===== src/rtl/fadd_issue_arbiter.sv =====
// Round-robin issue of two requesters into one shared pipelined FP adder, with a
// sideband src/tag pipeline kept in lock-step with the adder and result backpressure.
module fadd_issue_arbiter #(
    parameter int LAT  = 3,
    parameter int TAGW = 5,
    parameter int SCW  = 16
) (
    input  logic                     clk,
    input  logic                     clrn,
    input  logic                     r0_valid,
    output logic                     r0_ready,
    input  logic [31:0]              r0_a,
    input  logic [31:0]              r0_b,
    input  logic                     r0_sub,
    input  logic [1:0]               r0_rm,
    input  logic [TAGW-1:0]          r0_tag,
    input  logic                     r1_valid,
    output logic                     r1_ready,
    input  logic [31:0]              r1_a,
    input  logic [31:0]              r1_b,
    input  logic                     r1_sub,
    input  logic [1:0]               r1_rm,
    input  logic [TAGW-1:0]          r1_tag,
    output logic [31:0]              fa_a,
    output logic [31:0]              fa_b,
    output logic                     fa_sub,
    output logic [1:0]               fa_rm,
    output logic                     fa_e,
    input  logic [31:0]              fa_s,
    output logic                     res_valid,
    input  logic                     res_ready,
    output logic                     res_src,
    output logic [TAGW-1:0]          res_tag,
    output logic [31:0]              res_data,
    output logic [$clog2(LAT+1)-1:0] inflight,
    output logic [SCW-1:0]           stall_cnt
);
    localparam int IFW = $clog2(LAT+1);

    logic [LAT-1:0]  vld_r;
    logic [LAT-1:0]  src_r;
    logic [TAGW-1:0] tag_r [LAT];
    logic            rr_ptr_r;
    logic [IFW-1:0]  inflight_r;
    logic [SCW-1:0]  stall_cnt_r;

    logic            stall_s;
    logic            gnt0_s;
    logic            gnt1_s;
    logic            issue_s;
    logic            done_s;
    logic            gnt_src_s;
    logic [TAGW-1:0] gnt_tag_s;

    assign stall_s   = vld_r[LAT-1] & ~res_ready;
    assign fa_e      = clrn & ~stall_s;
    assign issue_s   = gnt0_s | gnt1_s;
    assign done_s    = vld_r[LAT-1] & res_ready;

    assign r0_ready  = gnt0_s;
    assign r1_ready  = gnt1_s;
    assign res_valid = vld_r[LAT-1];
    assign res_src   = src_r[LAT-1];
    assign res_tag   = tag_r[LAT-1];
    assign res_data  = fa_s;
    assign inflight  = inflight_r;
    assign stall_cnt = stall_cnt_r;

    // Grant: a lone requester always wins, rr_ptr only breaks ties
    always_comb begin
        gnt0_s = 1'b0;
        gnt1_s = 1'b0;
        if (fa_e) begin
            if (r0_valid && r1_valid) begin
                gnt0_s = ~rr_ptr_r;
                gnt1_s = rr_ptr_r;
            end else begin
                gnt0_s = r0_valid;
                gnt1_s = r1_valid;
            end
        end else begin
            gnt0_s = 1'b0;
            gnt1_s = 1'b0;
        end
    end

    // Operand and sideband mux from the granted requester, zero when idle
    always_comb begin
        fa_a      = 32'h0000_0000;
        fa_b      = 32'h0000_0000;
        fa_sub    = 1'b0;
        fa_rm     = 2'b00;
        gnt_src_s = 1'b0;
        gnt_tag_s = {TAGW{1'b0}};
        if (gnt0_s) begin
            fa_a      = r0_a;
            fa_b      = r0_b;
            fa_sub    = r0_sub;
            fa_rm     = r0_rm;
            gnt_tag_s = r0_tag;
        end else if (gnt1_s) begin
            fa_a      = r1_a;
            fa_b      = r1_b;
            fa_sub    = r1_sub;
            fa_rm     = r1_rm;
            gnt_src_s = 1'b1;
            gnt_tag_s = r1_tag;
        end else begin
            fa_a      = 32'h0000_0000;
            fa_b      = 32'h0000_0000;
        end
    end

    // Sideband pipeline, round-robin pointer, occupancy and stall counters
    always_ff @(posedge clk) begin
        if (!clrn) begin
            vld_r       <= {LAT{1'b0}};
            src_r       <= {LAT{1'b0}};
            rr_ptr_r    <= 1'b0;
            inflight_r  <= {IFW{1'b0}};
            stall_cnt_r <= {SCW{1'b0}};
            for (int i = 0; i < LAT; i++) begin
                tag_r[i] <= {TAGW{1'b0}};
            end
        end else begin
            // Empty slots shift too, so the tags stay aligned with the adder stages
            if (fa_e) begin
                for (int i = LAT-1; i > 0; i--) begin
                    vld_r[i] <= vld_r[i-1];
                    src_r[i] <= src_r[i-1];
                    tag_r[i] <= tag_r[i-1];
                end
                vld_r[0] <= issue_s;
                src_r[0] <= gnt_src_s;
                tag_r[0] <= gnt_tag_s;
            end
            if (issue_s && r0_valid && r1_valid) begin
                rr_ptr_r <= ~rr_ptr_r;
            end
            case ({issue_s, done_s})
                2'b10:   inflight_r <= inflight_r + IFW'(1'b1);
                2'b01:   inflight_r <= inflight_r - IFW'(1'b1);
                default: inflight_r <= inflight_r;
            endcase
            if (stall_s && (stall_cnt_r != {SCW{1'b1}})) begin
                stall_cnt_r <= stall_cnt_r + SCW'(1'b1);
            end
        end
    end
endmodule


===== config.mk =====
export PLATFORM = sky130hd
export DESIGN_NAME = fadd_issue_arbiter
export DESIGN_NICKNAME = d
export VERILOG_FILES = /design/src/rtl/fadd_issue_arbiter.sv
export SDC_FILE = /design/constraint.sdc
export NUM_CORES = 1
export LEC_CHECK = 0
export ABC_AREA = 1
export CORE_AREA = 2 2 121 123
export DETAILED_ROUTE_END_ITERATION = 16
export DIE_AREA = 0 0 123 125
export SETUP_SLACK_MARGIN = 0.02
export SKIP_LAST_GASP = 1
export SLEW_MARGIN = 5
export SYNTH_ARGS = -nofsm -noshare
export SYNTH_HDL_FRONTEND = slang
export SYNTH_SLANG_ARGS = --single-unit

===== constraint.sdc =====
create_clock -name clk -period 2.7 [get_ports clk]
set_clock_uncertainty 0.2 [all_clocks]
set_input_delay 0.405 -clock clk [delete_from_list [all_inputs] [get_ports clk]]
set_output_delay 0.405 -clock clk [all_outputs]
set_load 0.005 [all_outputs]

* After elaboration in Yosys (flattened, before gate mapping) *
Memories as Yosys holds them, arrays and structs flattened.
Index checks and enable logic that the tools add are counted.

word-level totals
  word-level logic and storage cells = 51
  input bits = 181
  memories kept = 1
  bits in registers = 25
  output and inout bits = 127
  RAM bits = 15

operators by class
  equal/unequal tests = 3
  add/subtract/negate cells = 3
  reductions and logical operators = 5
  mux-type cells = 24
  bitwise logic cells = 10

memories
  memory  words  bits a word  rd ports  clocked after Yosys merged registers in  wr ports  line  text
  tag_r   3      5            3         0                                        3         42    logic [TAGW-1:0] tag_r [LAT];

operators with widths
  operator                                                               number
  32-bit 2-to-1 mux                                                      4
  5-bit 2-to-1 mux                                                       5
  16-bit by 1-bit adder with 16-bit output, second input constant        1
  16-bit inequality test, second input constant                          1
  1-bit 2-to-1 mux                                                       12
  1-bit logical AND                                                      4
  2-bit 2-to-1 mux                                                       2
  1-bit OR                                                               4
  2-bit one-hot mux with 2 select lines                                  1
  1-bit bitwise AND                                                      3
  1-bit NOT                                                              3
  2-bit by 1-bit adder with 2-bit output, second input constant          1
  2-bit by 1-bit equality test with 1-bit output, second input constant  1
  2-bit equality test, second input constant                             1
  2-bit nonzero test                                                     1
  2-bit by 1-bit subtractor with 2-bit output, second input constant     1

* Depth between registers and ports, before layout *
  depth after elaboration = 8
  depth in mapped cells = 10
  depth with buffers taken out = 9

* Worst setup path after synthesis *
No wires, ideal clock.

  kind = input to output
  start = input port clrn
  end = output port fa_a[22]
  stages on the path = 5
  slack = 0.834 ns
  path buffers = 2
  required time = 2.095 ns
  arrival = 1.261 ns
  cells stage by stage = buf_2 nand2_2 nor2_4 buf_2 a22o_1

between the ends
  word-level cells in the longest chain between the ends = 4
  elaborated cells on any way between the ends = 5
  those cells by class = mux (4); bitwise (1)

RTL lines
  what               line  text
  from (decl)        9     input logic clrn,
  1-bit bitwise AND  56    assign fa_e = clrn & ~stall_s;
  1-bit 2-to-1 mux   73    if (fa_e) begin
  net r1_ready       18    output logic r1_ready,
  32-bit 2-to-1 mux  101   end else if (gnt1_s) begin
  32-bit 2-to-1 mux  95    if (gnt0_s) begin
  to (decl)          24    output logic [31:0] fa_a,

The timed path passes the listed nets, and every way through them passes these cells.

* Worst setup path after layout *
  start = register vld_r[2]
  end = output port fa_b[30]

between the ends
  word-level cells in the longest chain between the ends = 6
  elaborated cells on any way between the ends = 7
  those cells by class = mux (4); bitwise (3)

RTL lines
  what                               line  text
  from (decl)                        40    logic [LAT-1:0] vld_r;
  from (signal assigned)             117   vld_r <= {LAT{1'b0}};
  from (signal, indexed assignment)  129   vld_r[i] <= vld_r[i-1];
  1-bit bitwise AND (*)              55    assign stall_s = vld_r[LAT-1] & ~res_ready;
  1-bit NOT (*)                      56
  1-bit bitwise AND (*)              56
  1-bit 2-to-1 mux                   73
  32-bit 2-to-1 mux                  101
  32-bit 2-to-1 mux (*)              95
  to (decl)                          25    output logic [31:0] fa_b,

Mark *: on every way between the ends. The rest lies on a longest branch, timed or not.

==> metrics.cfg <==
[run_status]
outcome = complete, no violations

[sta]
period_needed_ps = 2640
max-slew-margin-rel_pct = 78.9
fin_ws_ps = 60.6
setup_viol = 0
rsz0062_at_grt = yes
finalCritPeriodShare_pct = 97.8
finalHoldViolations = 0
maxSlewViolCount = 0
clock.fmax_ghz = 0.379
tightest_slew_ps = 316

[cts]
clkLatencyLatePin_ps = 280
clkTransAtPathRegs_ps = 60
cts_tree = yes
cts_buffers = 5
cts_sinks = 40
cts-root-buf = clkbuf_16
cts.path.max_buffers = 2
htree_levels = 2

[grt]
grt_pass1_vias = 3544
grt-ovfl-total = 0
grt_max_degree = 30
grt_first_pass_wirelength_microns = 23900
antenna_found_initial = 2
track_usage_pct = 21.6

[logic_synthesis]
synth_ff_type = dfxtp_1
synth_top_family_by_area = compound AO/OA/AOI/OAI gates
ys_seq_area_share_pct = 32.7
netlist_area_sq_um = 2910
synth.net_count = 551
synth_simple_gate_area_share_pct = 18.4
ys_types = 27
synth_edf_count = 15
synth_compound_area_share_pct = 27.9
ys_async_sr_fraction_pct = 0
syn_area_per_cell_sq_um = 7.89
synth_xor_area_share_pct = 2.11
ys_warn_count = 0
synth_mux_area_share_pct = 0
yosys_register_bits = 40
syn-instance-count = 369
synth_fa_ha_area_share_pct = 0.430

[placement]
post-dp-hpwl_microns = 14400
finalWeightedCongestion = 0.904
io_buffers = 243
numPlacedInstances = 756
place_ws_ps = -203

[floorplan]
io_pins = 308
die_width_microns = 123
num_rows = 44
core_sq_um = 14200
initial_core_util_pct = 20.5
die_area_sq_um = 15400
die_h_microns = 125

[worst_setup_path]
critical_path_class = flip-flop to primary output
cp-end-kind = primary output
critPathMaxFanout = 10
startpoint_type = flip-flop
required_ps = 2100
cp.arrival_ps = 2030

[flow_run]
drv_cap = 0

[cells_and_area]
area_delta_synth_final_pct = 96.0
num-nets-final = 772
fin_cells = 776
drive_above_1_share_pct = 9.31

[worst_hold_path]
holdCritPathClass = flip-flop to flip-flop

[routing]
routed_wl_microns = 17400
wire_per_inst_microns = 22.5
drtPass1Iterations = 4
via_count = 3516
drtIter0Drc = 161
via_per_inst = 4.53
ant_nets = 0
drc_errors = 0

[power_and_ir_drop]
peakVddDrop_mv = 0.200
p_per_area_nw_per_um2 = 326
p_leak_uw = 0.00220

-- cell type report --
type	instances	area (sq um)
diodes	1	2.50
clock inverters	1	5.00
multi-input cells	232	1430
clock buffers	7	133
flip-flops and latches	40	951
fillers	1424	8500
repair buffers	270	2810
inverters	41	154
well taps	184	230
-- layout by cell type (no fill, tap or decap), drive strengths merged --
cell / n
nor2: 31
clkinv: 1
diode: 1
nand3: 9
xor2: 4
clkbuf: 9
inv: 41
dlymetal6s2s: 2
ha: 1
xnor2: 3
edfxtp: 15
a22o: 72
o21ai: 8
buf: 25
dlygate4sd2: 3
clkdlybuf4s50: 237
nand4: 9
nand2: 71
o22ai: 2
dfxtp: 25
clkdlybuf4s15: 1
nor3: 2
a21oi: 20
-- state kept, by name, summed over array words and instances, names as in the netlist --
register / count
inflight: 2
rr_ptr_r: 1
src_r: 3
stall_cnt: 16
tag_r: 15
vld_r: 3
-- report_power, final --
part	internal [uW]	leakage, uW	total [uW]	switching, uW
sequential	650	0.000382	660	9.06
clock	341	0.0000679	563	222
combinational	432	0.00175	640	207
total	1420	0.00220	1860	438
-- layer usage --
metal	global-route usage (%)	vias up	routed length (microns)
met4	7.35	2	671
li1	-	1681	-
met3	3.38	23	943
met1	21.1	1634	5740
met5	0	-	13
met2	44.4	176	10100
-- worst max-delay path, cell delays in order (launching register included) --
cell	delay (ps)
dfxtp_1	380
nand2_1	110
nand2_2	140
nor2_4	50
buf_12	140
buf_6	130
clkbuf_16	160
a22o_1	190
clkdlybuf4s50_1	460
-- per-stage QoR --
stage / instance area [sq um] / setup TNS, ps / util [%] / total power [uW] / hold slack (ps)
after floorplan: 2910 / 0 / - / 880 / 237
after global placement: 5360 / -8680 / 37.7 / 1270 / 256
after detailed placement: 5360 / -9230 / 37.7 / 1270 / 258
after CTS: 5610 / -234 / 39.5 / 1860 / 269
after global routing: 5710 / -19.1 / 40.2 / 1950 / 295
final: 5710 / 0 / 40.2 / 1860 / 269
-- cell usage after synthesis, types with 5 or more instances --
cell type | count | area share [%]
buf_2 | 15 | 2.6
edfxtp_1 | 15 | 15
nand3_1 | 8 | 1.4
a22o_1 | 72 | 22
dfxtp_1 | 25 | 17
inv_2 | 5 | 0.64
a21oi_2 | 8 | 2.4
nor2_1 | 27 | 3.5
o21ai_0 | 7 | 1.2
buf_4 | 37 | 9.5
a21oi_1 | 12 | 2.1
inv_1 | 36 | 4.6
nand4_1 | 9 | 1.9
nand2_1 | 68 | 8.8
-- final timing paths --
kind / to / depth (start not counted) / from / slack [ps]
worst min-delay path: src_r[1] / 2 / src_r[1] / 270
worst max-delay path: fa_b[30] / 8 / vld_r[2] / 60
worst min register to register: src_r[1] / 2 / src_r[1] / 270
worst max register to register: stall_cnt[2] / 8 / stall_cnt[0] / 810
-- cell families after synthesis --
kind of cell / after synthesis
adders and majority gates: 1
xor gates and xnor gates: 7
AOI/OAI and AO/OA: 102
DFF: 40
buffers and inverters: 97
and+or+nand+nor: 122
-- repair_timing --
action                     4_1_cts  5_1_grt
gates cloned                     3        2
hold buffers                     0        0
buffers inserted                 1        5
setup endpoints to repair       69       67
resized for setup                6        8
pin swaps                        1        2
No activity file was read; power rests on OpenSTA's default activity.
